[src/rtl/mem_stage_access.sv]
// MEM stage: drives the data-memory bus for loads/stores and feeds the MEM/WB register.
// Latency: non-memory ops 1 cycle; memory ops >= 2 cycles (detect, then request with ack), abort after TIMEOUT busy cycles.
// Backpressure: hold stalls EX/MEM and upstream while an access is pending; MEM/WB gets bubbles meanwhile.
// Optional feature macro: ALIGN_CHECK_EN (reject misaligned word accesses with a bus_err pulse).
module mem_stage_access #(
    parameter int TIMEOUT = 16
) (
    input  logic        clk,
    input  logic        rst,
    input  logic [4:0]  destReg,
    input  logic        MemWrite,
    input  logic        memtoreg,
    input  logic        regWrite,
    input  logic        is_byte,
    input  logic [31:0] alu_out,
    input  logic [31:0] operand_2,
    output logic        hold,
    output logic        mem_req,
    output logic        mem_we,
    output logic [31:0] mem_addr,
    output logic [3:0]  mem_be,
    output logic [31:0] mem_wdata,
    input  logic        mem_ack,
    input  logic [31:0] mem_rdata,
    output logic [4:0]  wb_destReg,
    output logic        wb_regWrite,
    output logic        wb_memtoreg,
    output logic [31:0] wb_alu_out,
    output logic [31:0] wb_mem_data,
    output logic        bus_err
);

    localparam int CW = $clog2(TIMEOUT);

    typedef enum logic {IDLE, BUSY} state_t;

    state_t          state, state_nxt;
    logic [CW-1:0]   cnt;
    logic            mem_op;
    logic            is_load;
    logic            misalign;
    logic            timeout_hit;
    logic            issue;
    logic            complete;
    logic            abort;
    logic            ld_byte_q;
    logic [1:0]      ld_lane_q;
    logic [7:0]      ld_lane_byte;
    logic [31:0]     ld_data;

    assign mem_op      = MemWrite | memtoreg;
    // a store wins over a load when both flags are set
    assign is_load     = memtoreg & ~MemWrite;
    assign timeout_hit = (cnt == CW'(TIMEOUT - 1));

`ifdef ALIGN_CHECK_EN
    assign misalign = ~is_byte & (alu_out[1:0] != 2'b00);
`else
    assign misalign = 1'b0;
`endif

    // Next state and stall/error decode; everything is gated by rst so outputs stay 0 in reset
    always_comb begin
        state_nxt = state;
        hold      = 1'b0;
        bus_err   = 1'b0;
        issue     = 1'b0;
        complete  = 1'b0;
        abort     = 1'b0;
        if (!rst) begin
            case (state)
                IDLE: begin
                    if (mem_op) begin
                        if (misalign) begin
                            bus_err = 1'b1;
                        end else begin
                            hold      = 1'b1;
                            issue     = 1'b1;
                            state_nxt = BUSY;
                        end
                    end
                end
                BUSY: begin
                    if (mem_ack) begin
                        complete  = 1'b1;
                        state_nxt = IDLE;
                    end else if (timeout_hit) begin
                        abort     = 1'b1;
                        bus_err   = 1'b1;
                        state_nxt = IDLE;
                    end else begin
                        hold = 1'b1;
                    end
                end
                default: state_nxt = IDLE;
            endcase
        end
    end

    // Pick the addressed byte lane of the returned word
    always_comb begin
        ld_lane_byte = 8'h00;
        case (ld_lane_q)
            2'd0: ld_lane_byte = mem_rdata[7:0];
            2'd1: ld_lane_byte = mem_rdata[15:8];
            2'd2: ld_lane_byte = mem_rdata[23:16];
            2'd3: ld_lane_byte = mem_rdata[31:24];
            default: ld_lane_byte = 8'h00;
        endcase
    end

    assign ld_data = ld_byte_q ? {24'h0, ld_lane_byte} : mem_rdata;

    // State register and busy-cycle counter
    always_ff @(posedge clk or posedge rst) begin
        if (rst) begin
            state <= IDLE;
            cnt   <= '0;
        end else begin
            state <= state_nxt;
            if (issue) begin
                cnt <= '0;
            end else if (state == BUSY && !mem_ack) begin
                cnt <= cnt + 1'b1;
            end
        end
    end

    // Bus fields are captured at detect and held stable until the access ends
    always_ff @(posedge clk or posedge rst) begin
        if (rst) begin
            mem_req   <= 1'b0;
            mem_we    <= 1'b0;
            mem_addr  <= '0;
            mem_be    <= '0;
            mem_wdata <= '0;
            ld_byte_q <= 1'b0;
            ld_lane_q <= '0;
        end else if (issue) begin
            mem_req   <= 1'b1;
            mem_we    <= MemWrite;
            mem_addr  <= {alu_out[31:2], 2'b00};
            mem_be    <= is_byte ? (4'b0001 << alu_out[1:0]) : 4'hF;
            mem_wdata <= is_byte ? {4{operand_2[7:0]}} : operand_2;
            ld_byte_q <= is_byte;
            ld_lane_q <= alu_out[1:0];
        end else if (complete || abort) begin
            mem_req <= 1'b0;
        end
    end

    // MEM/WB register: bubble while stalled or on error, otherwise the (held) EX/MEM inputs
    always_ff @(posedge clk or posedge rst) begin
        if (rst) begin
            wb_destReg  <= '0;
            wb_regWrite <= 1'b0;
            wb_memtoreg <= 1'b0;
            wb_alu_out  <= '0;
            wb_mem_data <= '0;
        end else begin
            wb_destReg <= destReg;
            wb_alu_out <= alu_out;
            if (hold || bus_err) begin
                wb_regWrite <= 1'b0;
                wb_memtoreg <= 1'b0;
                wb_mem_data <= '0;
            end else begin
                wb_regWrite <= regWrite & ~MemWrite;
                wb_memtoreg <= is_load;
                wb_mem_data <= (complete && is_load) ? ld_data : 32'h0;
            end
        end
    end

endmodule
[config.mk]
export PLATFORM = sky130hd
export DESIGN_NAME = mem_stage_access
export DESIGN_NICKNAME = d
export VERILOG_FILES = /design/src/rtl/mem_stage_access.sv
export SDC_FILE = /design/constraint.sdc
export NUM_CORES = 1
export LEC_CHECK = 0
export CAP_MARGIN = 20
export CORE_MARGIN = 2
export CORE_UTILIZATION = 41
export CTS_BUF_LIST = sky130_fd_sc_hd__clkbuf_16
export CTS_CLUSTER_SIZE = 28
export DETAILED_ROUTE_END_ITERATION = 10
export GPL_ROUTABILITY_DRIVEN = 0
export PLACE_DENSITY = 0.9
export SLEW_MARGIN = 10
export SYNTH_ARGS = -nofsm -noshare
export SYNTH_HDL_FRONTEND = slang
export SYNTH_SLANG_ARGS = --single-unit
[constraint.sdc]
create_clock -name clk -period 5 [get_ports clk]
set_input_delay 0.5 -clock clk [delete_from_list [all_inputs] [get_ports clk]]
set_output_delay 0.5 -clock clk [all_outputs]
set_load 0.01 [all_outputs]
# Word level (Yosys, flattened, before mapping)
# Cells that the tools add are included.
# classes
addsub,1
n_eq_ne,4
n_shift,1
muxes,28
n_bitwise,5
reduce_logical,8
# ops
op,count
$mux 32,4
$pmux 8 s4,1
$mux 1,18
$mux 4,3
$add 4x1->4 const B,1
$eq 2x2->1 const B,2
$eq 4x4->1 const B,1
$pmux 1 s2,2
$reduce_bool 2->1,2
$shl 1x2->4 const A,1
$and 1x1->1,2
$eq 2x1->1 const B,1
$logic_and 1x1->1,2
$logic_not 2->1,1
$logic_or 1x1->1,2
$not 1->1,2
$logic_not 1->1,1
$or 1x1->1,1
# totals
ff_bits,147
input_bits,108
output_inout_bits,143
word_cells,61

# Longest topological paths before layout
# Gate-level depths: netlist (run 1).
# logic_depth
ltp_word,8
mapped_depth,5
depth_no_buf,4

# Worst setup path before layout (run 1)
# Ideal clock, no wire load.
# synth_path
path_type,input to register
from,in rst
to,reg wb_memtoreg
setup_time_ns,0.308
t_arrival_ns,3.827
t_required_ns,4.692
slack_ns,0.865
cell_stages,3
path_buffers,1
path_cell_list,buf_2 inv_1 a21oi_1
# synth_via
elab_chain_cells,3
word_cells_on_any_way,4
cone_classes,mux: 3; reduce/logical: 1
# synth_lines
item,line,rtl
from (decl),9,"input logic rst,"
$mux 1,70,if (!rst) begin
$logic_or 1x1->1 (*),163,if (hold || bus_err) begin
$mux 1 (*),163,
to (signal assigned),169,wb_memtoreg <= is_load;
to (decl),27,"output logic wb_memtoreg,"
# Every way passes the cells marked *; elsewhere a longest branch is shown, timed or not.
# A chain may end at the register's enable or synchronous reset.

# Final worst setup path (run 1)
# layout_path
from,in rst
to,out hold
# layout_via
elab_chain_cells,1
# layout_lines
item,line,rtl
$mux 1,70,
to (decl),17,"output logic hold,"
# Every way passes these cells.

==> results of run 1 <==
synth_stat cells, types with 2 or more instances:
master | count | area [um2]
dfrtp_1 | 147 | 3680
mux2_2 | 58 | 653
o21ai_0 | 36 | 180
inv_1 | 28 | 105
and2_1 | 24 | 150
nand2_1 | 12 | 45.0
nor2_1 | 12 | 45.0
nor4_1 | 9 | 56.3
clkbuf_1 | 8 | 30.0
mux2_1 | 8 | 90.1
nor2b_1 | 8 | 50.1
a211oi_1 | 7 | 52.6
nor3b_1 | 7 | 52.6
buf_6 | 5 | 56.3
buf_2 | 4 | 20.0
buf_4 | 3 | 22.5
mux2i_1 | 3 | 30.0
nand2b_1 | 2 | 12.5
critical path: stages:
cell             delay (ns)
clkdlybuf4s50_1        0.60
or2_4                  0.37
nor2_8                 0.11
a21o_1                 0.09
clkdlybuf4s50_1        0.54
where the power goes:
| part | switching [uW] | internal (uW) |
|---|---|---|
| logic | 428 | 657 |
| registers | 163 | 1430 |
| clock network | 484 | 677 |
| total | 1080 | 2760 |
metrics by stage:
| step | hold WS (ns) | total power, uW |
|---|---|---|
| floorplan | 0.462 | 2040 |
| global placement | 0.471 | 2650 |
| detailed placement | 0.484 | 2700 |
| CTS | 0.497 | 3870 |
| global route | 0.508 | 4020 |
| finish | 0.494 | 3840 |
cells by family (layout without fill, tap and decap cells):
family / after synthesis / after routing
flops: 147 / 147
simple gates: 86 / 86
mux: 69 / 69
compound gates: 50 / 50
buf+inv: 48 / 312
xor+xnor: 2 / 2
fa+ha+maj: 1 / 1
other cells: 1 / 2
state kept, by name (all words and copies together), names as in the netlist:
name         count
ld_byte_q        1
wb_mem_data     32
wb_destReg       5
mem_req          1
mem_addr        30
wb_alu_out      32
mem_be           4
wb_memtoreg      1
mem_wdata       32
cnt              4
wb_regWrite      1
state            1
mem_we           1
ld_lane_q        2
cell type report:
| class | instances | share of cell area [%] |
|---|---|---|
| clock inverter | 14 | 1.34 |
| multi-input combinational | 210 | 18.5 |
| timing repair buffer | 253 | 29.1 |
| clock buffer | 17 | 4.90 |
| inverter | 28 | 1.27 |
| tap | 176 | 2.54 |
| sequential | 147 | 42.4 |
final timing paths:
check,from,to,slack [ns],cells after the start
worst max-delay path,rst,hold,2.29,5
worst min-delay path,mem_wdata[12],mem_wdata[12],0.49,1
worst max register to register,state,mem_be[0],2.88,4
worst min register to register,mem_wdata[12],mem_wdata[12],0.49,1
max in group asynchronous,rst,mem_addr[27],3.00,3
min in group asynchronous,rst,mem_req,0.88,2
metal layers:
| metal | part of all wire (%) | wire length (um) |
|---|---|---|
| met1 | 37 | 5450 |
| met2 | 52 | 7600 |
| met3 | 8.8 | 1290 |
| met4 | 1.9 | 274 |
| met5 | 0 | 0 |
cell usage in the layout (no fill, tap or decap), types with 7 or more instances in the layout:
cell and n:
inv_1 28, clkdlybuf4s50_1 248, o21ai_0 35, clkbuf_16 17
mux2_2 58, mux2_1 8, nand2_1 12, nor3b_1 7
dfrtp_1 147, nor4_1 9, a211oi_1 7, nor2b_1 8
and2_1 24, nor2_1 12
==> results.py, run 1 <==
metrics = {
    "detailed_routing": {
        "drt_iter0_drc": 281,
        "vias_per_cell": 4.88,
        "drc_errors": 0,
        "wl_um": 14600,
        "ant_nets": 0,
        "avgRoutedWirePerCell_um": 17.3,
        "vias": 4124,
        "drtPass1Iterations": 4,
    },
    "timing": {
        "clock.fmax_ghz": 0.369,
        "setup_ws_ns": 2.29,
        "fin_skew_ns": 0.00675,
        "worst_slew_margin_rel_pct": 36.0,
        "fin_crit_sh_pct": 54.3,
        "finalSetupViolCount": 0,
        "period_needed_ns": 2.71,
        "tightest_slew_ns": 0.959,
        "maxSlewViolCount": 0,
        "hold_viol": 0,
        "fin_tns_setup_ns": 0,
        "rsz0062_at_grt": "false",
    },
    "cts": {
        "cts-resized-gates": 0,
        "cts.sinks": 147,
        "clockRootBuffer": "clkbuf_16",
        "clk_pin_slew_ns": 0.06,
        "h-tree-depth": 4,
        "cts_buffers": 17,
        "clk_path_buf_depth": 2,
        "cts_setup_buffers": 0,
        "cts_tree": "built",
        "clock_latency_ns": 0.41,
        "ctsHoldBuffers": 0,
    },
    "synth": {
        "synth_cell_types": 41,
        "synth_top_family_by_area": "multiplexers",
        "yosysWarningCount": 0,
        "async_flop_share_pct": 100,
        "synth_fa_ha_area_share_pct": 0.227,
        "ys_ff_latch": 147,
        "ys.flop_type": "dfrtp_1",
        "postSynthAreaPerCell_um2": 13.7,
        "synthXorXnorAreaFrac_pct": 0.317,
        "synth_enable_flop_cells": 0,
        "postSynthCellCount": 404,
        "netlist_area_um2": 5520,
        "synthMuxAreaShare_pct": 14.0,
        "synth_simple_gate_area_share_pct": 9.32,
        "synth_compound_area_share_pct": 5.17,
        "synth.yosys.seq_area_share_pct": 66.7,
    },
    "grt": {
        "grt_use_met3_pct": 8.22,
        "grtUsageMet1_pct": 22.3,
        "use_met2_pct": 36.4,
        "grt_pass1_wl_um": 22800,
        "grt_pass1_vias": 4452,
        "top_usage_layer": "met2",
        "grt_usage_pct": 20.7,
        "antenna_found_initial": 0,
        "grt_max_degree": 111,
        "grt-ovfl-total": 0,
    },
    "layout": {
        "multi_input_area_um2": 1610,
        "final-seq-area_um2": 3680,
        "diodes": 0,
        "syn_to_final_growth_pct": 57.4,
        "nNetsFinal": 766,
        "design_area_um2": 8680,
        "drive_gt1_share_pct": 14.6,
        "fillerInstances": 948,
        "fin_cells": 845,
        "postLayoutCoreUtil_pct": 65.8,
    },
    "die": {
        "die-area_um2": 14400,
        "core_area_um2": 13200,
        "die_x_um": 120,
        "ios": 251,
        "rows": 42,
        "fp.dieH_um": 120,
        "start_util_pct": 41.8,
    },
    "setup_path": {
        "critPathArrivalTime_ns": 2.21,
        "cp_max_fo": 9,
        "cp.required_ns": 4.50,
        "crit_path_start_kind": "input port",
        "cp-end-kind": "output pin",
        "crit_type": "in2out",
    },
    "placed_design": {
        "place_inst": 812,
        "dp_hpwl_um": 10600,
        "placed_area_um2": 8120,
        "port_buffers": 248,
        "place_ws_ns": 2.19,
    },
    "power_and_ir_drop": {
        "p_leak_uw": 0.00375,
        "ir_drop_mv": 0.280,
        "powerDensity_nw_per_um2": 442,
    },
    "job": {
        "drv_cap": 0,
    },
    "status": {
        "status": "finished, final reports clean",
    },
    "hold_path": {
        "hp-class": "reg2reg",
    },
}
(Power assumes the default switching activity.)
==> run 2, diff against run 1 <==
--- a/config.mk
+++ b/config.mk
@@ -7,12 +7,12 @@
 export LEC_CHECK = 0
 export CAP_MARGIN = 20
 export CORE_MARGIN = 2
-export CORE_UTILIZATION = 41
+export CORE_UTILIZATION = 37
 export CTS_BUF_LIST = sky130_fd_sc_hd__clkbuf_16
 export CTS_CLUSTER_SIZE = 28
 export DETAILED_ROUTE_END_ITERATION = 10
 export GPL_ROUTABILITY_DRIVEN = 0
-export PLACE_DENSITY = 0.9
+export PLACE_DENSITY = 0.87
 export SLEW_MARGIN = 10
 export SYNTH_ARGS = -nofsm -noshare
 export SYNTH_HDL_FRONTEND = slang
==> constraint.sdc (replaced) <==
create_clock -name clk -period 2.3 [get_ports clk]
set_input_delay 0.23 -clock clk [delete_from_list [all_inputs] [get_ports clk]]
set_output_delay 0.23 -clock clk [all_outputs]
set_load 0.01 [all_outputs]
==> results.py, run 2 (same netlist as run 1, synthesis figures left out) <==
metrics = {
    "status": {
        "status": "finished, final reports clean",
    },
    "timing": {
        "fin_crit_sh_pct": 96.8,
        "period_needed_ns": 2.23,
        "hold_ws_ns": 0.254,
        "hold_viol": 0,
        "fin_skew_ns": 0.00390,
        "maxSlewViolCount": 0,
        "finalSetupViolCount": 0,
        "clock.fmax_ghz": 0.449,
        "rsz0062_at_grt": "false",
    },
    "setup_path": {
        "slowest_stage": "clkdlybuf4s50_1",
        "critPathArrivalTime_ns": 2.00,
        "crit_buf_inv": 1,
        "crit_type": "reg2out",
        "cp-end-kind": "output pin",
        "slowest_delay_ns": 0.60,
        "path_cells": "ha_1 -> nand3_1 -> nor4_1 -> clkdlybuf4s50_1",
        "crit_path_start_kind": "flip-flop",
        "path_delay_family": "buffers and inverters",
        "cp.required_ns": 2.07,
        "cp_max_fo": 3,
    },
    "detailed_routing": {
        "drc_errors": 0,
        "vias_per_cell": 4.82,
        "ant_nets": 0,
        "drtPass1Iterations": 4,
        "wl_um": 14500,
        "vias": 4133,
        "drt_iter0_drc": 201,
        "avgRoutedWirePerCell_um": 16.9,
    },
    "power_and_ir_drop": {
        "p_leak_uw": 0.00380,
        "powerDensity_nw_per_um2": 977,
        "p_total_uw": 8590,
        "ir_drop_mv": 0.547,
    },
    "cts": {
        "cts_tree": "built",
        "cts-resized-gates": 0,
        "cts_buffers": 17,
        "ctsHoldBuffers": 0,
        "h-tree-depth": 4,
        "clock_latency_ns": 0.41,
        "clk_pin_slew_ns": 0.06,
        "clockRootBuffer": "clkbuf_16",
        "cts.sinks": 147,
        "cts_setup_buffers": 0,
        "clk_path_buf_depth": 2,
    },
    "die": {
        "core_area_um2": 14500,
        "ios": 251,
        "fp.dieH_um": 126,
        "rows": 44,
        "die_x_um": 126,
        "start_util_pct": 38.0,
        "die-area_um2": 15900,
    },
    "hold_path": {
        "hp-class": "in2reg",
    },
    "placed_design": {
        "dp_hpwl_um": 10800,
        "place_inst": 825,
        "placed_area_um2": 8210,
        "port_buffers": 248,
    },
    "layout": {
        "mostFrequentLayoutCell": "clkdlybuf4s50_1",
        "syn_to_final_growth_pct": 59.4,
        "nNetsFinal": 769,
        "largestRegisters": "mem_wdata: 32 flops, wb_alu_out: 32 flops, wb_mem_data: 32 flops",
        "design_area_um2": 8800,
        "fin_cells": 857,
        "diodes": 0,
        "drive_gt1_share_pct": 14.9,
        "final_cell_mix": "clkdlybuf4s50_1 (248), dfrtp_1 (147), mux2_2 (58)",
    },
    "grt": {
        "top_usage_layer": "met2",
        "grt_use_met3_pct": 7.31,
        "grt_max_degree": 74,
        "grt_pass1_wl_um": 22600,
        "grt_pass1_vias": 4362,
        "grtUsageMet1_pct": 21.1,
        "grt_usage_pct": 18.4,
        "grt-ovfl-total": 0,
        "use_met2_pct": 30.3,
        "antenna_found_initial": 0,
    },
    "job": {
        "drv_cap": 0,
    },
}
run 2: changes by cell type in the layout (fill, tap and decap cells not counted):
| cell | before | now |
|---|---|---|
| buf_12 | 0 | 3 |
| buf_4 | 4 | 5 |
| buf_6 | 1 | 0 |
| bufinv_16 | 1 | 3 |
| clkinv_1 | 0 | 1 |
| clkinv_2 | 5 | 3 |
| clkinv_4 | 3 | 2 |
| inv_1 | 28 | 29 |
| o21ai_0 | 35 | 36 |
| o21ai_1 | 1 | 0 |
run 2: layer usage:
metal  vias up  part of all wire (%)
li1       1866                     -
met1      2015                    38
met2       216                    49
met3        36                   9.7
met4         0                   3.0
met5         -                     0
run 2: path summary, 6_finish.rpt:
kind / from / to / slack, ns / cells past startpoint
setup / recovery: cnt[0] / bus_err / 0.07 / 4
hold / removal: destReg[0] / wb_destReg[0] / 0.25 / 1
setup reg to reg: state / mem_addr[3] / 0.54 / 4
hold reg to reg: mem_wdata[28] / mem_wdata[28] / 0.49 / 1
max in group asynchronous: rst / mem_addr[20] / 1.31 / 4
min in group asynchronous: rst / state / 0.34 / 3
run 2: area by class of cell:
class / count / area (um2)
Sequential cell: 147 / 3680
Timing Repair Buffer: 256 / 2580
Tap cell: 184 / 230
Clock buffer: 17 / 425
Multi-Input combinational cell: 210 / 1610
Clock inverter: 15 / 166
Inverter: 28 / 109
Fill cell: 1115 / 5730
run 2: report_power, final:
group | switching, uW | internal [uW] | total [uW]
sequential | 341 | 3110 | 3450
clock | 1050 | 1700 | 2750
combinational | 947 | 1450 | 2390
total | 2340 | 6250 | 8590
run 2: through the flow:
step                      util (%)  TNS, ns  worst slack, ns
after floorplan                  -   -0.615           -0.615
after global placement        56.5        0            0.337
after detailed placement      56.5        0            0.299
after CTS                     60.5        0           0.0315
after global routing          60.5        0          0.00436
final                         60.5        0           0.0731
==> run 3, diff against run 2 <==
--- a/config.mk
+++ b/config.mk
@@ -13,6 +13,7 @@
 export DETAILED_ROUTE_END_ITERATION = 10
 export GPL_ROUTABILITY_DRIVEN = 0
 export PLACE_DENSITY = 0.87
+export SETUP_SLACK_MARGIN = 0.05
 export SLEW_MARGIN = 10
 export SYNTH_ARGS = -nofsm -noshare
 export SYNTH_HDL_FRONTEND = slang
==> results.py, run 3 (same netlist as run 1, synthesis figures left out) <==
metrics = {
    "status": {
        "status": "finished, final reports clean",
    },
    "detailed_routing": {
        "ant_nets": 0,
        "drt_iter0_drc": 183,
        "wl_um": 14500,
        "avgRoutedWirePerCell_um": 16.9,
        "vias": 4113,
        "drc_errors": 0,
        "drtPass1Iterations": 4,
        "vias_per_cell": 4.80,
    },
    "timing": {
        "fin_skew_ns": 0.00414,
        "period_needed_ns": 2.18,
        "hold_viol": 0,
        "hold_ws_ns": 0.254,
        "fin_crit_sh_pct": 94.8,
        "clock.fmax_ghz": 0.458,
        "maxSlewViolCount": 0,
        "rsz0062_at_grt": "false",
        "finalSetupViolCount": 0,
    },
    "setup_path": {
        "slowest_stage": "clkdlybuf4s50_1",
        "rrSetupSlack_ns": 0.53,
        "crit_path_start_kind": "flip-flop",
        "path_cells": "ha_1 -> nand3_1 -> nor4_2 -> clkdlybuf4s50_1",
        "r2r-start": "state",
        "r2r_cells": 4,
        "slowest_delay_ns": 0.59,
        "crit_type": "reg2out",
        "r2r_end": "mem_addr[3]",
        "cp-end-kind": "output pin",
        "cp.required_ns": 2.07,
        "cp_max_fo": 3,
        "critPathArrivalTime_ns": 1.95,
    },
    "grt": {
        "grt_max_degree": 74,
        "grt_usage_pct": 18.5,
        "grt_pass1_wl_um": 22700,
        "grt-ovfl-total": 0,
        "grt_pass1_vias": 4356,
        "antenna_found_initial": 0,
    },
    "cts": {
        "clk_pin_slew_ns": 0.06,
        "h-tree-depth": 4,
        "cts_buffers": 17,
        "clockRootBuffer": "clkbuf_16",
        "cts_tree": "built",
        "clk_path_buf_depth": 2,
        "clock_latency_ns": 0.41,
        "cts.sinks": 147,
    },
    "hold_path": {
        "hold_path_depth": 1,
        "hold_end": "wb_destReg[0]",
        "min_from": "destReg[0]",
        "hp-class": "in2reg",
    },
    "layout": {
        "final_cell_mix": "clkdlybuf4s50_1 (248), dfrtp_1 (147), mux2_2 (58)",
        "mostFrequentLayoutCell": "clkdlybuf4s50_1",
        "syn_to_final_growth_pct": 59.6,
        "design_area_um2": 8810,
        "diodes": 0,
        "largestRegisters": "mem_wdata: 32 flops, wb_alu_out: 32 flops, wb_mem_data: 32 flops",
        "drive_gt1_share_pct": 15.2,
        "nNetsFinal": 769,
    },
    "placed_design": {
        "port_buffers": 248,
        "placed_area_um2": 8210,
        "dp_hpwl_um": 10800,
    },
    "die": {
        "rows": 44,
        "fp.dieH_um": 126,
        "start_util_pct": 38.0,
        "die-area_um2": 15900,
        "ios": 251,
        "die_x_um": 126,
        "core_area_um2": 14500,
    },
    "power_and_ir_drop": {
        "p_total_uw": 8590,
        "combPwrFrac_pct": 27.9,
        "powerDensity_nw_per_um2": 975,
        "switchingPower_uw": 2340,
        "p_leak_uw": 0.00381,
        "p_seq_share_pct": 40.1,
        "p_sw_share_pct": 27.3,
        "ir_drop_mv": 0.547,
        "p_int_uw": 6250,
        "clockPowerShare_pct": 32.0,
    },
    "job": {
        "drv_cap": 0,
    },
}
-- run 3: cell counts in the layout (fill, tap and decap cells not counted) --
Identical to the previous run, type by type.
-- run 3: layout make-up --
type	count	area (um2)
Clock buffer	17	425
Clock inverter	15	166
Fill cell	1112	5720
Inverter	28	109
Multi-Input combinational cell	210	1620
Sequential cell	147	3680
Tap cell	184	230
Timing Repair Buffer	256	2580
-- run 3: worst max-delay path by stage --
stage / start / endpoint / slack, ns / cells after the start
detailed placement: rst / mem_addr[10] / 0.30 / 5
CTS: cnt[0] / bus_err / 0.10 / 4
floorplan: rst / wb_memtoreg / -0.61 / 3
global route: cnt[0] / bus_err / 0.05 / 4
global placement: rst / hold / 0.34 / 5
finish: cnt[0] / bus_err / 0.12 / 4
-- run 3: what timing repair did --
action / 4_1_cts / 5_1_grt
resized for setup: 1 / 1
hold buffers: 0 / 0
setup endpoints to repair: 1 / 1
buffers inserted: 0 / 0
-- run 3: routing by layer --
layer	vias to the layer above	GRT usage, %	wire, um
met3	38	7.31	1380
met2	210	30.2	7100
met4	0	8.92	461
met1	2000	21.3	5570
li1	1865	-	-
met5	-	0	0
-- run 3: worst max-delay path: cells and delay by family (launching register included) --
kind | cells | cell delay, ns
adders and majority gates | 1 | 0.21
and+or+nand+nor | 2 | 0.36
buffers and inverters | 1 | 0.59
DFF | 1 | 0.39
-- run 3: metrics by stage --
stage | setup WS (ns) | utilization [%] | instances | setup TNS (ns)
2_1_floorplan | -0.615 | - | 405 | -0.615
3_3_place_gp | 0.337 | 56.5 | 825 | 0
3_5_place_dp | 0.299 | 56.5 | 825 | 0
4_1_cts | 0.101 | 60.6 | 857 | 0
5_1_grt | 0.0513 | 60.6 | 857 | 0
6_report | 0.118 | 60.6 | 857 | 0
-- run 3: power by group through the flow --
| stage | clock [uW] | combinational [uW] | sequential, uW |
|---|---|---|---|
| after CTS | 2820 | 2420 | 3450 |
| after floorplan | 0 | 798 | 3640 |
| after global placement | 0 | 2350 | 3450 |
| after global routing | 2940 | 2570 | 3520 |
| final | 2750 | 2400 | 3450 |
| after detailed placement | 0 | 2400 | 3480 |
